File: config.mk
export PLATFORM = sky130hd
export DESIGN_NAME = dsp_mac_ctrl_flat
export DESIGN_NICKNAME = d
export VERILOG_FILES = /design/src/rtl/dsp_mac_ctrl_if.sv /design/src/rtl/dsp_mac_ctrl.sv /design/src/flat_wrapper.sv
export SDC_FILE = /design/constraint.sdc
export NUM_CORES = 1
export LEC_CHECK = 0
export CORE_MARGIN = 5
export CORE_UTILIZATION = 35
export DETAILED_ROUTE_END_ITERATION = 10
export GPL_TIMING_DRIVEN = 0
export PLACE_DENSITY_LB_ADDON = 0.25
export RECOVER_POWER = 50
export SYNTH_ARGS = -nofsm -noshare
export SYNTH_HDL_FRONTEND = slang
export SYNTH_SLANG_ARGS = --single-unit
export TNS_END_PERCENT = 1
File: constraint.sdc
create_clock -name clk -period 5.9 [get_ports clk]
set_input_delay 1.77 -clock clk [delete_from_list [all_inputs] [get_ports clk]]
set_output_delay 1.77 -clock clk [all_outputs]
set_load 0.1 [all_outputs]
File: src/rtl/dsp_mac_ctrl_if.sv
// Command / operand / result handshake bundle for dsp_mac_ctrl.
// cmd_sub exists only when DSP_MAC_CTRL_SUB_EN is defined.
interface dsp_mac_ctrl_if #(
    parameter int WIDTH = 18,
    parameter int CNT_W = 8
);
    logic                    cmd_valid;
    logic                    cmd_ready;
    logic [CNT_W-1:0]        cmd_len;
`ifdef DSP_MAC_CTRL_SUB_EN
    logic                    cmd_sub;
`endif
    logic                    in_valid;
    logic                    in_ready;
    logic signed [WIDTH-1:0] in_a;
    logic signed [WIDTH-1:0] in_b;
    logic                    res_valid;
    logic                    res_ready;

`ifdef DSP_MAC_CTRL_SUB_EN
    modport master (
        output cmd_valid, cmd_len, cmd_sub, in_valid, in_a, in_b, res_ready,
        input  cmd_ready, in_ready, res_valid
    );
    modport slave (
        input  cmd_valid, cmd_len, cmd_sub, in_valid, in_a, in_b, res_ready,
        output cmd_ready, in_ready, res_valid
    );
`else
    modport master (
        output cmd_valid, cmd_len, in_valid, in_a, in_b, res_ready,
        input  cmd_ready, in_ready, res_valid
    );
    modport slave (
        input  cmd_valid, cmd_len, in_valid, in_a, in_b, res_ready,
        output cmd_ready, in_ready, res_valid
    );
`endif
endinterface

File: src/rtl/dsp_mac_ctrl.sv
// Sequencer driving one DSP48A1 slice as a multiply-accumulator (A/B, M, P regs on).
// Define DSP_MAC_CTRL_SUB_EN to add cmd_sub, which negates the accumulated result.
module dsp_mac_ctrl #(
    parameter int WIDTH     = 18,
    parameter int CNT_W     = 8,
    parameter int OPMODEREG = 0
) (
    input  logic                    clk,
    input  logic                    rst_n,
    dsp_mac_ctrl_if.slave           bus,
    output logic signed [WIDTH-1:0] a_out,
    output logic signed [WIDTH-1:0] b_out,
    output logic                    ce_ab,
    output logic                    ce_m,
    output logic                    ce_p,
    output logic                    ce_opm,
    output logic [7:0]              opmode
);
    localparam logic [1:0] S_IDLE  = 2'd0;
    localparam logic [1:0] S_RUN   = 2'd1;
    localparam logic [1:0] S_DRAIN = 2'd2;
    localparam logic [1:0] S_DONE  = 2'd3;

    localparam logic [1:0] X_M    = 2'b01;
    localparam logic [1:0] Z_ZERO = 2'b00;
    localparam logic [1:0] Z_P    = 2'b10;

    logic [1:0]       state;
    logic [CNT_W-1:0] rem;
    logic             accept;
    logic             issue;
    logic             first_p0;
    logic             vld_p1;
    logic             first_p1;
    logic             vld_p2;
    logic             sub_q;
    logic             opm_load;
    logic             opm_first;

    // First product loads P from M alone; later products add M onto P.
    function automatic logic [7:0] opmode_word(input logic first, input logic sub);
        opmode_word = {sub, 3'b000, (first ? Z_ZERO : Z_P), X_M};
    endfunction

    assign bus.cmd_ready = (state == S_IDLE) && rst_n;
    assign bus.in_ready  = (state == S_RUN);
    assign bus.res_valid = (state == S_DONE);

    assign accept = bus.cmd_valid && bus.cmd_ready;
    assign issue  = bus.in_valid && bus.in_ready;

    assign a_out = bus.in_a;
    assign b_out = bus.in_b;

    // Stage p0: operand issue into the slice A/B registers
    assign ce_ab = issue;

    always_ff @(posedge clk) begin
        if (!rst_n) begin
            state    <= S_IDLE;
            rem      <= '0;
            first_p0 <= 1'b0;
        end else begin
            case (state)
                S_IDLE: begin
                    if (accept && (bus.cmd_len != '0)) begin
                        rem      <= bus.cmd_len;
                        first_p0 <= 1'b1;
                        state    <= S_RUN;
                    end
                end
                S_RUN: begin
                    if (issue) begin
                        rem      <= rem - CNT_W'(1);
                        first_p0 <= 1'b0;
                        if (rem == CNT_W'(1)) begin
                            state <= S_DRAIN;
                        end
                    end
                end
                // Issue is impossible here, so an empty p1 means p2 empties at this edge.
                S_DRAIN: begin
                    if (!vld_p1) begin
                        state <= S_DONE;
                    end
                end
                S_DONE: begin
                    if (bus.res_ready) begin
                        state <= S_IDLE;
                    end
                end
                default: state <= S_IDLE;
            endcase
        end
    end

`ifdef DSP_MAC_CTRL_SUB_EN
    always_ff @(posedge clk) begin
        if (!rst_n) begin
            sub_q <= 1'b0;
        end else if (accept) begin
            sub_q <= bus.cmd_sub;
        end
    end
`else
    assign sub_q = 1'b0;
`endif

    // Stage p1 / p2: tokens shadow the slice M and P registers
    always_ff @(posedge clk) begin
        if (!rst_n) begin
            vld_p1   <= 1'b0;
            first_p1 <= 1'b0;
            vld_p2   <= 1'b0;
        end else begin
            vld_p1   <= issue;
            first_p1 <= issue && first_p0;
            vld_p2   <= vld_p1;
        end
    end

    assign ce_m = vld_p1;
    assign ce_p = vld_p2;

    // Unregistered slice OPMODE must be valid in the P cycle; registered needs it one cycle earlier.
    assign opm_load  = (OPMODEREG != 0) ? issue    : vld_p1;
    assign opm_first = (OPMODEREG != 0) ? first_p0 : first_p1;
    assign ce_opm    = (OPMODEREG != 0) ? vld_p1   : 1'b0;

    always_ff @(posedge clk) begin
        if (!rst_n) begin
            opmode <= 8'h00;
        end else if (opm_load) begin
            opmode <= opmode_word(opm_first, sub_q);
        end
    end
endmodule

File: src/flat_wrapper.sv
// flat-port wrapper written by rule: the top's interface ports become plain ports
module dsp_mac_ctrl_flat 
#(
    parameter int WIDTH     = 18,
    parameter int CNT_W     = 8,
    parameter int OPMODEREG = 0
)
  (clk, rst_n, a_out, b_out, ce_ab, ce_m, ce_p, ce_opm, opmode, bus_cmd_valid, bus_cmd_len, bus_in_valid, bus_in_a, bus_in_b, bus_res_ready, bus_cmd_ready, bus_in_ready, bus_res_valid);
  dsp_mac_ctrl_if #(.WIDTH(WIDTH), .CNT_W(CNT_W)) bus_i ();
  input  logic clk;
  input  logic rst_n;
  output logic signed [WIDTH-1:0] a_out;
  output logic signed [WIDTH-1:0] b_out;
  output logic ce_ab;
  output logic ce_m;
  output logic ce_p;
  output logic ce_opm;
  output logic [7:0] opmode;
  input wire logic [$bits(bus_i.cmd_valid)-1:0] bus_cmd_valid;
  input wire logic [$bits(bus_i.cmd_len)-1:0] bus_cmd_len;
  input wire logic [$bits(bus_i.in_valid)-1:0] bus_in_valid;
  input wire logic [$bits(bus_i.in_a)-1:0] bus_in_a;
  input wire logic [$bits(bus_i.in_b)-1:0] bus_in_b;
  input wire logic [$bits(bus_i.res_ready)-1:0] bus_res_ready;
  output wire logic [$bits(bus_i.cmd_ready)-1:0] bus_cmd_ready;
  output wire logic [$bits(bus_i.in_ready)-1:0] bus_in_ready;
  output wire logic [$bits(bus_i.res_valid)-1:0] bus_res_valid;
  assign bus_i.cmd_valid = bus_cmd_valid;
  assign bus_i.cmd_len = bus_cmd_len;
  assign bus_i.in_valid = bus_in_valid;
  assign bus_i.in_a = bus_in_a;
  assign bus_i.in_b = bus_in_b;
  assign bus_i.res_ready = bus_res_ready;
  assign bus_cmd_ready = bus_i.cmd_ready;
  assign bus_in_ready = bus_i.in_ready;
  assign bus_res_valid = bus_i.res_valid;
  dsp_mac_ctrl #(.WIDTH(WIDTH), .CNT_W(CNT_W), .OPMODEREG(OPMODEREG)) u_core (.clk(clk), .rst_n(rst_n), .bus(bus_i), .a_out(a_out), .b_out(b_out), .ce_ab(ce_ab), .ce_m(ce_m), .ce_p(ce_p), .ce_opm(ce_opm), .opmode(opmode));
endmodule
* Word level (Yosys, flattened, before mapping)
Index checks and enable logic that the tools add are counted.
Storage, ports and cells: register bits 17, output and inout port bits 51, logic and storage cells 40
Operators by class: reduce and logical (&&, ||, !) cells 10, add/sub/neg operators 1, equal/unequal tests 9, multiplexer cells 13
Operators with widths (count):
- two-way mux 8 bit | 2
- case mux 8 bit (2 select lines) | 1
- two-way mux 2 bit | 6
- inequality test 2 bit (second input constant) | 5
- equality test 8 x 1 -> 1 bit (second input constant) | 1
- case mux 2 bit (4 select lines) | 1
- nonzero test 8 bit | 1
- subtractor 8 x 1 -> 8 bit (second input constant) | 1
- logical AND 1 bit | 5
- AND reduction 5 bit | 1
- equality test 2 bit (second input constant) | 2
- AND reduction 3 bit | 1
- equality test 2 x 1 -> 1 bit (second input constant) | 1
- logical NOT 2 bit | 1
- two-way mux 1 bit | 2
- case mux 1 bit (2 select lines) | 1
- nonzero test 2 bit | 1

* Logic depth before layout (Yosys ltp)
depth in word-level cells 6, depth in mapped cells 8

* Worst setup path after synthesis
OpenSTA, ideal clock, no wires.
path type input to output, from input rst_n, to output bus_cmd_ready, arrival 2.518 ns, buffers on the path 0, required time 4.130 ns, stages on the path 1, setup slack 1.612 ns, path through and2_1
Between the ends: longest elaborated chain between the ends 1
RTL lines:
- start, declared | RTL line flat_wrapper.sv:11 | input logic rst_n;
- logical AND 1 bit | RTL line dsp_mac_ctrl.sv:45 | assign bus.cmd_ready = (state == S_IDLE) && rst_n;
- end, declared | RTL line flat_wrapper.sv:25 | output wire logic [$bits(bus_i.cmd_ready)-1:0] bus_cmd_ready;
No other way between the ends.

* Worst setup path after layout
Ends and elaborated chain as after synthesis.

==> reports/qor.yml <==
outcome:
  status: "finished, final reports clean"
global_routing:
  grt_pass1_wl_um: 5540
  grt_pass1_vias: 1276
  grt_max_degree: 11
  overflow: 0
  grt_use_met1_pct: 16.5
  grt_antenna_before_repair: 0
  grt_use_total_pct: 13.3
  grt_use_met3_pct: 3.59
  gr-usage-met2_pct: 22.9
  grt.busiest_layer: "met2"
clocking:
  cts_sinks: 16
  hold_buffers: 0
  cts_tree: "built"
  h-tree-depth: 1
  root_buffer: "clkbuf_4"
  clk_latency_ns: 0.29
  clk_pin_slew_ns: 0.09
  ctsResizeCount: 0
  cts_setup_buffers: 0
  numCtsBuffers: 3
  clock_path_buffers: 2
cells_and_area:
  post-route-cell-area_mm2: 0.00193
  syn_to_final_growth_pct: 52.9
  drive_gt1_share_pct: 22.0
  nets: 284
  nFillCells: 330
  diodes: 0
timing:
  setup_viol: 0
  post-route-min-period_ns: 5.46
  fin_crit_sh_pct: 92.6
  slew_viol_final: 0
  hold_ws_ns: 0.456
  tightest_slew_ns: 0.983
  rsz0062_at_grt: "no"
  skew_ns: 0.00839
  hold_viol: 0
  fmax_mhz: 183
  setup_tns_ns: 0
  relSlewSlack_pct: 34.2
floorplanning:
  std_cell_rows: 21
  core_area_mm2: 0.00342
  die-area_mm2: 0.00491
  die_w_um: 70.1
  start_util_pct: 37.0
  die_h_um: 70.1
  pin_count: 100
synthesis:
  ys_seq_elements: 16
  async_flop_share_pct: 0
  synth_edf_count: 0
  postSynthCellCount: 161
  synth_ff_type: "dfxtp_1"
  netlist_area_mm2: 0.00126
  yosys-top-cells-area: "buf_4, dfxtp_1, ha_1"
  yosysTopAreaCell: "buf_4"
  synth_top_area_share_pct: 25.5
  synth.distinct_cells: 34
  netlist_top_cells_count: "buf_4, dfxtp_1, nand2_1"
  syn_avg_cell_area_um2: 7.85
  synth_warnings: 0
  yosysSeqAreaShare_pct: 25.3
  synth_most_common_cell: "buf_4"
pwr:
  p_leak_nw: 0.871
  p_int_mw: 0.295
  comb_power_share_pct: 66.5
  power.share.switching_pct: 55.9
  p_clk_share_pct: 11.0
  p_per_area_mw_per_mm2: 346
  ir_drop_mv: 0.206
  seqPwrFrac_pct: 22.5
  power_mw: 0.668
  p_sw_mw: 0.373
place:
  post_dp_cell_area_mm2: 0.00190
  place.gp.congestion: 0.910
  io_buffer_count: 56
  dp_hpwl_um: 2800
setup_path:
  rr_endpoint: "u_core.rem[6]"
  r2r-start: "u_core.state[1]"
  cpPeakStageDelay_ns: 1.13
  cp-start-kind: "input port"
  cp-end-kind: "output port"
  ff2ff_setup_slack_ns: 3.44
  reg2reg_depth: 8
  crit_slowest_cell: "clkdlybuf4s50_1"
  cp.required_ns: 4.13
  path_class: "in -> out"
  crit_chain: "dlygate4sd3_1 -> and2_1 -> clkdlybuf4s50_1"
  cp_max_fo: 5
  cp.arrival_ns: 3.69
min_path:
  holdPathStages: 1
  min_to: "u_core.opmode[0]"
  hp-start: "u_core.opmode[0]"
  min_path_type: "reg -> reg"
drt:
  drt_iter0_markers: 65
  postRouteAntennaNets: 0
  vias: 1241
  drc: 0
  wl_per_cell_um: 12.4
  dr.pass1.iters: 4
  routed_wl_um: 3380
  viasPerCell: 4.55
job:
  cap_violations: 0
-- power groups by stage --
stage	registers, mW	logic, mW	clock network [mW]
final	0.150	0.445	0.0735
after global routing	0.154	0.472	0.0807
after CTS	0.150	0.451	0.0756
after detailed placement	0.152	0.451	0
after global placement	0.152	0.449	0
after floorplan	0.166	0.347	0
-- cell families after synthesis --
kind of cell,Yosys count,synth area share (%)
buffers and inverters,57,29.7
and+or+nand+nor,41,15.9
AOI/OAI and AO/OA,39,21.8
DFF,16,25.3
adders and majority gates,7,6.93
other,1,0.297
-- how the worst max path moves through the flow --
stage | start | end | slack [ns] | depth (start not counted)
2_1_floorplan | rst_n | bus_cmd_ready | 1.61 | 1
3_5_place_dp | bus_in_valid | ce_ab | 0.47 | 4
3_3_place_gp | bus_in_valid | ce_ab | 0.47 | 4
6_report | rst_n | bus_cmd_ready | 0.44 | 3
5_1_grt | rst_n | bus_cmd_ready | 0.38 | 3
4_1_cts | bus_in_valid | ce_ab | 0.47 | 4
-- flip-flops by register name (all words and copies together) (netlist names) --
name,flops
u_core.ce_m,1
u_core.ce_p,1
u_core.first_p0,1
u_core.first_p1,1
u_core.opmode,2
u_core.rem,8
u_core.state,2
-- cells in the final DEF, fill, tap and decap left out, types with 2 or more instances in the layout --
| cell | count |
|---|---|
| a21boi_0 | 3 |
| a21oi_1 | 7 |
| and2_1 | 3 |
| buf_4 | 43 |
| clkbuf_1 | 4 |
| clkbuf_4 | 3 |
| clkdlybuf4s50_1 | 40 |
| conb_1 | 7 |
| dfxtp_1 | 16 |
| dlygate4sd3_1 | 16 |
| ha_1 | 7 |
| inv_1 | 10 |
| nand2_1 | 16 |
| nand3_1 | 6 |
| nor2_1 | 5 |
| nor2b_1 | 2 |
| nor3_1 | 3 |
| o211ai_1 | 3 |
| o21a_1 | 2 |
| o21ai_0 | 11 |
| o2bb2ai_1 | 3 |
| o31ai_1 | 3 |
| or4_1 | 2 |
-- critical path, delay by kind of cell --
kind                   cells  cell delay (ns)
and+or+nand+nor            1             0.17
buffers and inverters      2             1.74
-- through the flow --
| step | setup WS [ns] | utilization [%] | cells |
|---|---|---|---|
| 2_1_floorplan | 1.61 | - | 167 |
| 3_3_place_gp | 0.471 | 55.8 | 269 |
| 3_5_place_dp | 0.474 | 55.8 | 269 |
| 4_1_cts | 0.475 | 56.8 | 273 |
| 5_1_grt | 0.379 | 56.6 | 273 |
| 6_report | 0.437 | 56.6 | 273 |
-- layout make-up --
class                   instances  area, um^2  share of cell area, %
well taps                      46        57.6                   2.98
plain buffers                  47         338                   17.5
inverters                      10        37.5                   1.94
repair buffers                 56         561                   29.0
clock buffers                   4        36.3                   1.88
multi-input cells              94         582                   30.1
flip-flops and latches         16         320                   16.6
-- routing by layer --
metal	up-vias	share of wire (%)
li1	632	-
met1	536	45
met2	71	46
met3	2	8.0
met4	0	0.41
met5	-	0
Power figures use the tool's default switching activity.
